### src/rtl/router_port_arbiter_if.sv
// router_port_arbiter_if: input stream bundle plus registered output channel of one router port
interface router_port_arbiter_if #(
   parameter int NUM_CHANNELS  = 5,
   parameter int CHANNEL_WIDTH = 64
);
   logic [CHANNEL_WIDTH*NUM_CHANNELS-1:0] rx_data;
   logic [NUM_CHANNELS-1:0]               rx_valid;
   logic [NUM_CHANNELS-1:0]               rx_ready;
   logic [CHANNEL_WIDTH-1:0]              tx_data;
   logic                                  tx_valid;
   logic                                  tx_ready;
   logic                                  busy;
   logic [$clog2(NUM_CHANNELS)-1:0]       lock_ch;
   modport master (output rx_data, rx_valid, tx_ready, input rx_ready, tx_data, tx_valid, busy, lock_ch);
   modport slave  (input rx_data, rx_valid, tx_ready, output rx_ready, tx_data, tx_valid, busy, lock_ch);
endinterface

### src/rtl/router_port_arbiter.sv
// router_port_arbiter: round-robin, packet-locking arbiter feeding one registered router output port
module router_port_arbiter #(
   parameter int NUM_CHANNELS  = 5,
   parameter int CHANNEL_WIDTH = 64,
   parameter int DEST_WIDTH    = 8,
   parameter int PORT_ID       = 0,
   parameter int MORE_BIT      = CHANNEL_WIDTH-DEST_WIDTH-1
) (
   input logic clk,
   input logic reset,
   router_port_arbiter_if.slave port
);
   localparam int CW = $clog2(NUM_CHANNELS);
   typedef enum logic {IDLE, LOCK} state_t;
   state_t state, state_nxt;
   logic [CW-1:0] ptr, gnt, idx;
   logic [NUM_CHANNELS-1:0] req;
   logic [CHANNEL_WIDTH-1:0] word;
   logic gnt_ok, load_ok, xfer, tx_valid_nxt;
   always_comb begin
      req = '0;
      for (int i = 0; i < NUM_CHANNELS; i++)
         req[i] = port.rx_valid[i] && port.rx_data[CHANNEL_WIDTH*i+CHANNEL_WIDTH-1 -: DEST_WIDTH] == DEST_WIDTH'(PORT_ID);
   end
   // descending scan so the nearest requester after ptr is written last and wins
   always_comb begin
      gnt = port.lock_ch;
      gnt_ok = req[port.lock_ch];
      idx = '0;
      if (state == IDLE) begin
         gnt_ok = 1'b0;
         for (int k = NUM_CHANNELS; k >= 1; k--) begin
            idx = CW'((int'(ptr) + k) % NUM_CHANNELS);
            if (req[idx]) begin
               gnt = idx;
               gnt_ok = 1'b1;
            end
         end
      end
   end
   always_comb begin
      word = '0;
      for (int i = 0; i < NUM_CHANNELS; i++)
         if (gnt == CW'(i)) word = port.rx_data[CHANNEL_WIDTH*i +: CHANNEL_WIDTH];
   end
   always_comb begin
      load_ok = !port.tx_valid || port.tx_ready;
      xfer = reset && gnt_ok && load_ok;
      tx_valid_nxt = xfer || (port.tx_valid && !port.tx_ready);
      state_nxt = xfer ? (word[MORE_BIT] ? LOCK : IDLE) : state;
   end
   assign port.rx_ready = xfer ? NUM_CHANNELS'(1) << gnt : '0;
   always_ff @(posedge clk) begin
      if (!reset) begin
         state <= IDLE;
         ptr <= CW'(NUM_CHANNELS-1);
         port.lock_ch <= '0;
         port.tx_data <= '0;
         port.tx_valid <= 1'b0;
         port.busy <= 1'b0;
      end else begin
         state <= state_nxt;
         port.tx_valid <= tx_valid_nxt;
         port.busy <= tx_valid_nxt || state_nxt == LOCK || |req;
         if (xfer) begin
            port.tx_data <= word;
            ptr <= gnt;
            port.lock_ch <= gnt;
         end
      end
   end
endmodule

### src/flat_wrapper.sv
// flat-port wrapper written by rule: the top's interface ports become plain ports
module router_port_arbiter_flat 
#(
   parameter int NUM_CHANNELS  = 5,
   parameter int CHANNEL_WIDTH = 64,
   parameter int DEST_WIDTH    = 8,
   parameter int PORT_ID       = 0,
   parameter int MORE_BIT      = CHANNEL_WIDTH-DEST_WIDTH-1
)
  (clk, reset, port_rx_data, port_rx_valid, port_tx_ready, port_rx_ready, port_tx_data, port_tx_valid, port_busy, port_lock_ch);
  router_port_arbiter_if #(.NUM_CHANNELS(NUM_CHANNELS), .CHANNEL_WIDTH(CHANNEL_WIDTH)) port_i ();
  input logic clk;
  input logic reset;
  input wire logic [$bits(port_i.rx_data)-1:0] port_rx_data;
  input wire logic [$bits(port_i.rx_valid)-1:0] port_rx_valid;
  input wire logic [$bits(port_i.tx_ready)-1:0] port_tx_ready;
  output wire logic [$bits(port_i.rx_ready)-1:0] port_rx_ready;
  output wire logic [$bits(port_i.tx_data)-1:0] port_tx_data;
  output wire logic [$bits(port_i.tx_valid)-1:0] port_tx_valid;
  output wire logic [$bits(port_i.busy)-1:0] port_busy;
  output wire logic [$bits(port_i.lock_ch)-1:0] port_lock_ch;
  assign port_i.rx_data = port_rx_data;
  assign port_i.rx_valid = port_rx_valid;
  assign port_i.tx_ready = port_tx_ready;
  assign port_rx_ready = port_i.rx_ready;
  assign port_tx_data = port_i.tx_data;
  assign port_tx_valid = port_i.tx_valid;
  assign port_busy = port_i.busy;
  assign port_lock_ch = port_i.lock_ch;
  router_port_arbiter #(.NUM_CHANNELS(NUM_CHANNELS), .CHANNEL_WIDTH(CHANNEL_WIDTH), .DEST_WIDTH(DEST_WIDTH), .PORT_ID(PORT_ID), .MORE_BIT(MORE_BIT)) u_core (.clk(clk), .reset(reset), .port(port_i));
endmodule
### config.mk
export PLATFORM = sky130hd
export DESIGN_NAME = router_port_arbiter_flat
export DESIGN_NICKNAME = d
export VERILOG_FILES = /design/src/rtl/router_port_arbiter_if.sv /design/src/rtl/router_port_arbiter.sv /design/src/flat_wrapper.sv
export SDC_FILE = /design/constraint.sdc
export NUM_CORES = 1
export LEC_CHECK = 0
export BUFFER_PORTS_ARGS = -buffer_cell sky130_fd_sc_hd__buf_2
export CORE_AREA = 8 8 150 152
export CTS_CLUSTER_SIZE = 12
export DETAILED_ROUTE_END_ITERATION = 6
export DIE_AREA = 0 0 158 160
export PLACE_DENSITY = 0.77
export SLEW_MARGIN = 20
export SYNTH_ARGS = -nofsm -noshare
export SYNTH_HDL_FRONTEND = slang
export SYNTH_SLANG_ARGS = --single-unit
### constraint.sdc
create_clock -name clk -period 6.7 [get_ports clk]
set_clock_uncertainty 0.1 [all_clocks]
set_input_delay 0.67 -clock clk [delete_from_list [all_inputs] [get_ports clk]]
set_output_delay 0.67 -clock clk [all_outputs]
set_load 0.05 [all_outputs]
**Word level (Yosys, flattened, before mapping)**

Index checks and enable logic that the tools add are counted.

- Input port bits: 328
- Register bits: 73

- Add/subtract/negate cells: 5
- Divide/modulo/power cells: 5
- Magnitude comparators: 6
- Reductions and logical operators: 21
- Eq/ne operators: 4
- Multiplexer cells: 32
- Shift-type cells: 1

Operators by type and width:

| kind | count |
|---|---|
| 64-bit two-way mux | 5 |
| 32-bit by 4-bit remainder unit with 32-bit output (second input constant) | 5 |
| 8-bit zero test | 5 |
| 3-bit by 4-bit < comparator with 1-bit output (second input constant) | 6 |
| 1-bit binary-select mux with 3-bit select | 6 |
| 3-bit two-way mux | 6 |
| 1-bit two-way mux | 14 |
| 3-bit by 2-bit adder with 4-bit output (second input constant) | 2 |
| 3-bit by 3-bit adder with 4-bit output (second input constant) | 2 |
| 1-bit logical AND | 8 |
| 3-bit by 2-bit == test with 1-bit output (second input constant) | 2 |
| 5-bit two-way mux | 1 |
| 5-bit OR reduction | 1 |
| 1-bit by 3-bit << shifter with 5-bit output (first input constant) | 1 |
| 3-bit by 1-bit adder with 4-bit output (second input constant) | 1 |
| 1-bit logical OR | 4 |
| 3-bit by 1-bit == test with 1-bit output (second input constant) | 1 |
| 3-bit == test (second input constant) | 1 |
| 3-bit zero test | 1 |
| 1-bit zero test | 2 |

**Longest topological paths before layout**

- Word-level depth: 20
- Gate-level depth with buffers: 24
- Gate-level depth less buffers: 20

**Worst setup path after synthesis**

OpenSTA, ideal clock, no wires.

- Path type: register to output
- From: reg u_core.ptr[0]
- To: out port_rx_ready[0]
- Path buffers: 5
- Cell stages (with the launch flop): 24
- Slack: -360 ps
- Arrival time: 6,290 ps
- Cell sequence: dfxtp_1 clkbuf_1 inv_2 ha_1 clkbuf_1 inv_1 ha_1 nor2_1 a21oi_1 xnor2_1 ha_1 nor2b_1 nor2_1 o2bb2ai_1 or3b_1 clkbuf_1 nand2_1 o211ai_1 a31oi_1 a211oi_1 or2_1 buf_2 buf_2 nor4_1

- Word-level cells in the longest chain between the ends: 13

RTL lines:

| element | line | source |
|---|---|---|
| from (decl) | router_port_arbiter.sv:16 | `logic [CW-1:0] ptr, gnt, idx;` |
| from (signal assigned) | router_port_arbiter.sv:56 | `ptr <= CW'(NUM_CHANNELS-1);` |
| from (signal assigned) | router_port_arbiter.sv:67 | `ptr <= gnt;` |
| 3-bit by 3-bit adder with 4-bit output | router_port_arbiter.sv:33 | `idx = CW'((int'(ptr) + k) % NUM_CHANNELS);` |
| 32-bit by 4-bit remainder unit with 32-bit output | router_port_arbiter.sv:33 |  |
| 1-bit binary-select mux with 3-bit select | router_port_arbiter.sv:34 | `if (req[idx]) begin` |
| 1-bit two-way mux (implied by the code) | router_port_arbiter.sv:34 |  |
| 1-bit two-way mux (5 in series) | router_port_arbiter.sv:34 |  |
| 1-bit two-way mux | router_port_arbiter.sv:30 | `if (state == IDLE) begin` |
| 1-bit logical AND (2 in series) | router_port_arbiter.sv:48 | `xfer = reset && gnt_ok && load_ok;` |
| 5-bit two-way mux * | router_port_arbiter.sv:52 | `assign port.rx_ready = xfer ? NUM_CHANNELS'(1) << gnt : '0;` |
| to (decl) | flat_wrapper.sv:17 | `output wire logic [$bits(port_i.rx_ready)-1:0] port_rx_ready;` |

Every way passes the cells marked *; elsewhere a longest branch is shown, timed or not. The select of a mux whose other input is x is not followed.

**Worst setup path in the final report**

- From: reg u_core.ptr[1]
- To: out port_rx_ready[3]

The elaborated chain is that of the path after synthesis.

==> results.py <==
metrics = {
    "route": {
        "drt_iter0_markers": 584,
        "drc": 0,
        "drt-wirelength-per-cell_um": 21.0,
        "drt-pass1-iter-count": 6,
        "ant_nets": 0,
        "avgViaCountPerCell": 5.45,
        "num_vias": 8032,
        "drt_wl_total_um": 30900,
    },
    "critical_path": {
        "end_kind": "primary output",
        "critical_path_depth": 20,
        "path_cells": "ha_2 -> xor2_2 -> ha_1 -> nor2_1 -> a21boi_1 -> xnor2_1 -> inv_1 -> ha_1 -> nor2b_1 -> or3_1 -> o311ai_2 -> buf_4 -> or4_1 -> and4_1 -> o311a_2 -> nand2b_1 -> o41ai_4 -> or2_2 -> and2_1 -> buf_12",
        "cp_slowest_stage_delay_ns": 0.47,
        "cp.required_ns": 5.93,
        "critPathTopFamily": "simple AND/OR/NAND/NOR gates",
        "critical_path.endpoint": "port_rx_ready[3]",
        "reg2reg_from": "u_core.ptr[1]",
        "r2r_end": "u_core.port.tx_data[46]",
        "cp-startpoint": "u_core.ptr[1]",
        "cpMaxStageDelayCell": "or4_1",
        "worstRegToRegCells": 21,
        "reg2reg_slack_ns": 0.44,
        "arrival_ns": 5.58,
        "cp_num_buf_inv": 3,
        "path_class": "register to primary output",
        "crit_fanout": 8,
        "crit_path_start_kind": "register",
        "cp_common_cell": "ha_1",
    },
    "floorplanning": {
        "initial_core_util": 0.359,
        "ioPinCount": 402,
        "die_y_um": 160,
        "die_w_um": 158,
        "core_sq_um": 20000,
        "row_count": 52,
        "die-area_sq_um": 25300,
    },
    "synth": {
        "avgSynthCellArea_sq_um": 8.68,
        "syn-num-nets": 1184,
        "synth.top_cells.by_count": "123 x mux2i_1, 71 x dfxtp_1, 70 x o21ai_0, 59 x o21a_1, 55 x mux2_2",
        "synth_enable_flop_cells": 0,
        "synth_cells": 830,
        "syn_area_sq_um": 7200,
        "synth_top_area_cell": "dfxtp_1",
        "synth_warnings": 0,
        "synth_area_leaders": "dfxtp_1 20%, mux2i_1 17%, mux2_2 8.6%",
        "synth.most_common_cell": "mux2i_1",
        "netlist-cell-type-count": 81,
        "yosys.area.top_type_share": 0.197,
        "async_flop_share": 0,
        "synth-main-ff-cell": "dfxtp_1",
        "ys_seq_elements": 71,
        "ys_seq_area_frac": 0.197,
    },
    "clock_network": {
        "cts.clk_slew.worst_paths_ns": 0.07,
        "cts_tree": "yes",
        "cts.path.max_buffers": 2,
        "cts_setup_buffers": 0,
        "htreeDepth": 3,
        "insertion_delay_ns": 0.34,
        "post_cts_resize_count": 0,
        "holdBufCountCts": 0,
        "cts_sinks": 71,
        "root_buffer": "clkbuf_16",
        "cts-buffers-inserted": 9,
    },
    "sta": {
        "hold_violations": 0,
        "min_period_ns": 6.35,
        "finalSetupViolCount": 0,
        "fin_ws_ns": 0.350,
        "slew_violations": 0,
        "relSlewSlack": 0.361,
        "tightest_slew_ns": 0.934,
        "max_freq_mhz": 157,
        "min_period_over_period": 0.948,
    },
    "run": {
        "cap_violations": 0,
    },
    "place": {
        "routabilityCongestion": 0.953,
        "dp_hpwl_um": 24900,
        "place_ws_ns": 0.321,
        "numPortBuffers": 401,
        "placed_cells": 1453,
        "placed_cell_area_sq_um": 9340,
    },
    "cells_and_area": {
        "layout.nets": 1548,
        "fin_cells": 1473,
        "syn_to_final_growth_pct": 34.5,
        "finish.utilization": 0.484,
        "drive_gt1_frac": 0.464,
        "final_cell_area_sq_um": 9690,
    },
    "global_route": {
        "grt_start_max_net_pins": 73,
        "grt_usage": 0.234,
        "first_global_vias": 8167,
        "grt_overflow": 0,
        "grt_first_pass_wirelength_um": 46000,
        "antenna_found_initial": 7,
    },
    "hold_path": {
        "hold_class": "register to register",
    },
    "run_status": {
        "status": "completed",
    },
}
## worst min-delay path: stages, from the launching register on
cell,delay (ns)
dfxtp_1,0.32
nand2_1,0.05
nand3_1,0.06
## cell families (layout without fill, tap and decap cells)
| group | after synthesis | count (layout) | share of synthesized area |
|---|---|---|---|
| multiplexers | 180 | 180 | 0.263 |
| flip-flops | 71 | 71 | 0.197 |
| other | 0 | 4 | 0 |
| XOR/XNOR | 10 | 10 | 0.0132 |
| adder cells (fa/ha/maj) | 26 | 26 | 0.0452 |
| AO/OA/AOI/OAI | 295 | 295 | 0.287 |
| AND/OR/NAND/NOR | 161 | 161 | 0.125 |
| buffers and inverters | 87 | 456 | 0.0693 |
## metal layers
layer,vias to the layer above,part of all wire,global-route usage
li1,3882,-,-
met1,3709,0.38,0.267
met2,369,0.50,0.404
met3,66,0.076,0.0594
met4,6,0.034,0.0978
met5,-,0.0012,0
## cells in the final DEF, fill, tap and decap left out, types with 5 or more instances in the layout
cell       instances
buf_2            399
mux2i_1          123
o21ai_0           70
dfxtp_1           69
o21a_1            59
mux2_2            55
a21oi_1           44
a21oi_2           30
nand2_1           26
ha_1              25
nor2_1            24
nand3_1           18
buf_4             18
inv_1             17
nor3_1            15
o211ai_1          10
and3_1            10
clkbuf_16          9
nor4_1             8
xnor2_1            7
nand4b_1           7
and2_1             7
a211oi_1           7
nor2b_1            6
a21boi_0           6
o22ai_1            5
or4_1              5
## layout make-up
class | count | area [sq um]
clock inverter | 7 | 61.3
tap | 270 | 338
antenna | 4 | 10.0
timing repair buffer | 420 | 2190
fill | 1950 | 10300
multi-input combinational | 672 | 5370
inverter | 20 | 75.1
clock buffer | 9 | 225
sequential | 71 | 1420
## through the flow
step           TNS [ns]  hold slack, ns
2_1_floorplan         0           0.516
3_3_place_gp          0           0.354
6_report              0           0.363
3_5_place_dp          0           0.354
5_1_grt         -0.0125           0.396
4_1_cts               0           0.370
## sequential cells by signal, summed over array words and instances (netlist names)
signal                count
u_core.port.lock_ch       1
u_core.port.tx_data      64
u_core.ptr                3
u_core.state              1
u_core.port.busy          1
u_core.port.tx_valid      1
## worst min path at each step
stage	to	cells past startpoint	slack (ns)	startpoint
6_report	u_core.port.tx_data[55]	2	0.36	u_core.port.tx_data[55]
5_1_grt	u_core.port.tx_data[62]	1	0.40	u_core.port.tx_data[62]
4_1_cts	u_core.port.tx_data[55]	2	0.37	u_core.port.tx_data[55]
3_5_place_dp	u_core.port.tx_data[55]	2	0.35	u_core.port.tx_data[55]
3_3_place_gp	u_core.port.tx_data[55]	2	0.35	u_core.port.tx_data[55]
2_1_floorplan	u_core.state	3	0.52	u_core.state
Power is not shown: default switching activity piles up to over one toggle a cycle in this logic, so the estimate is an artifact.
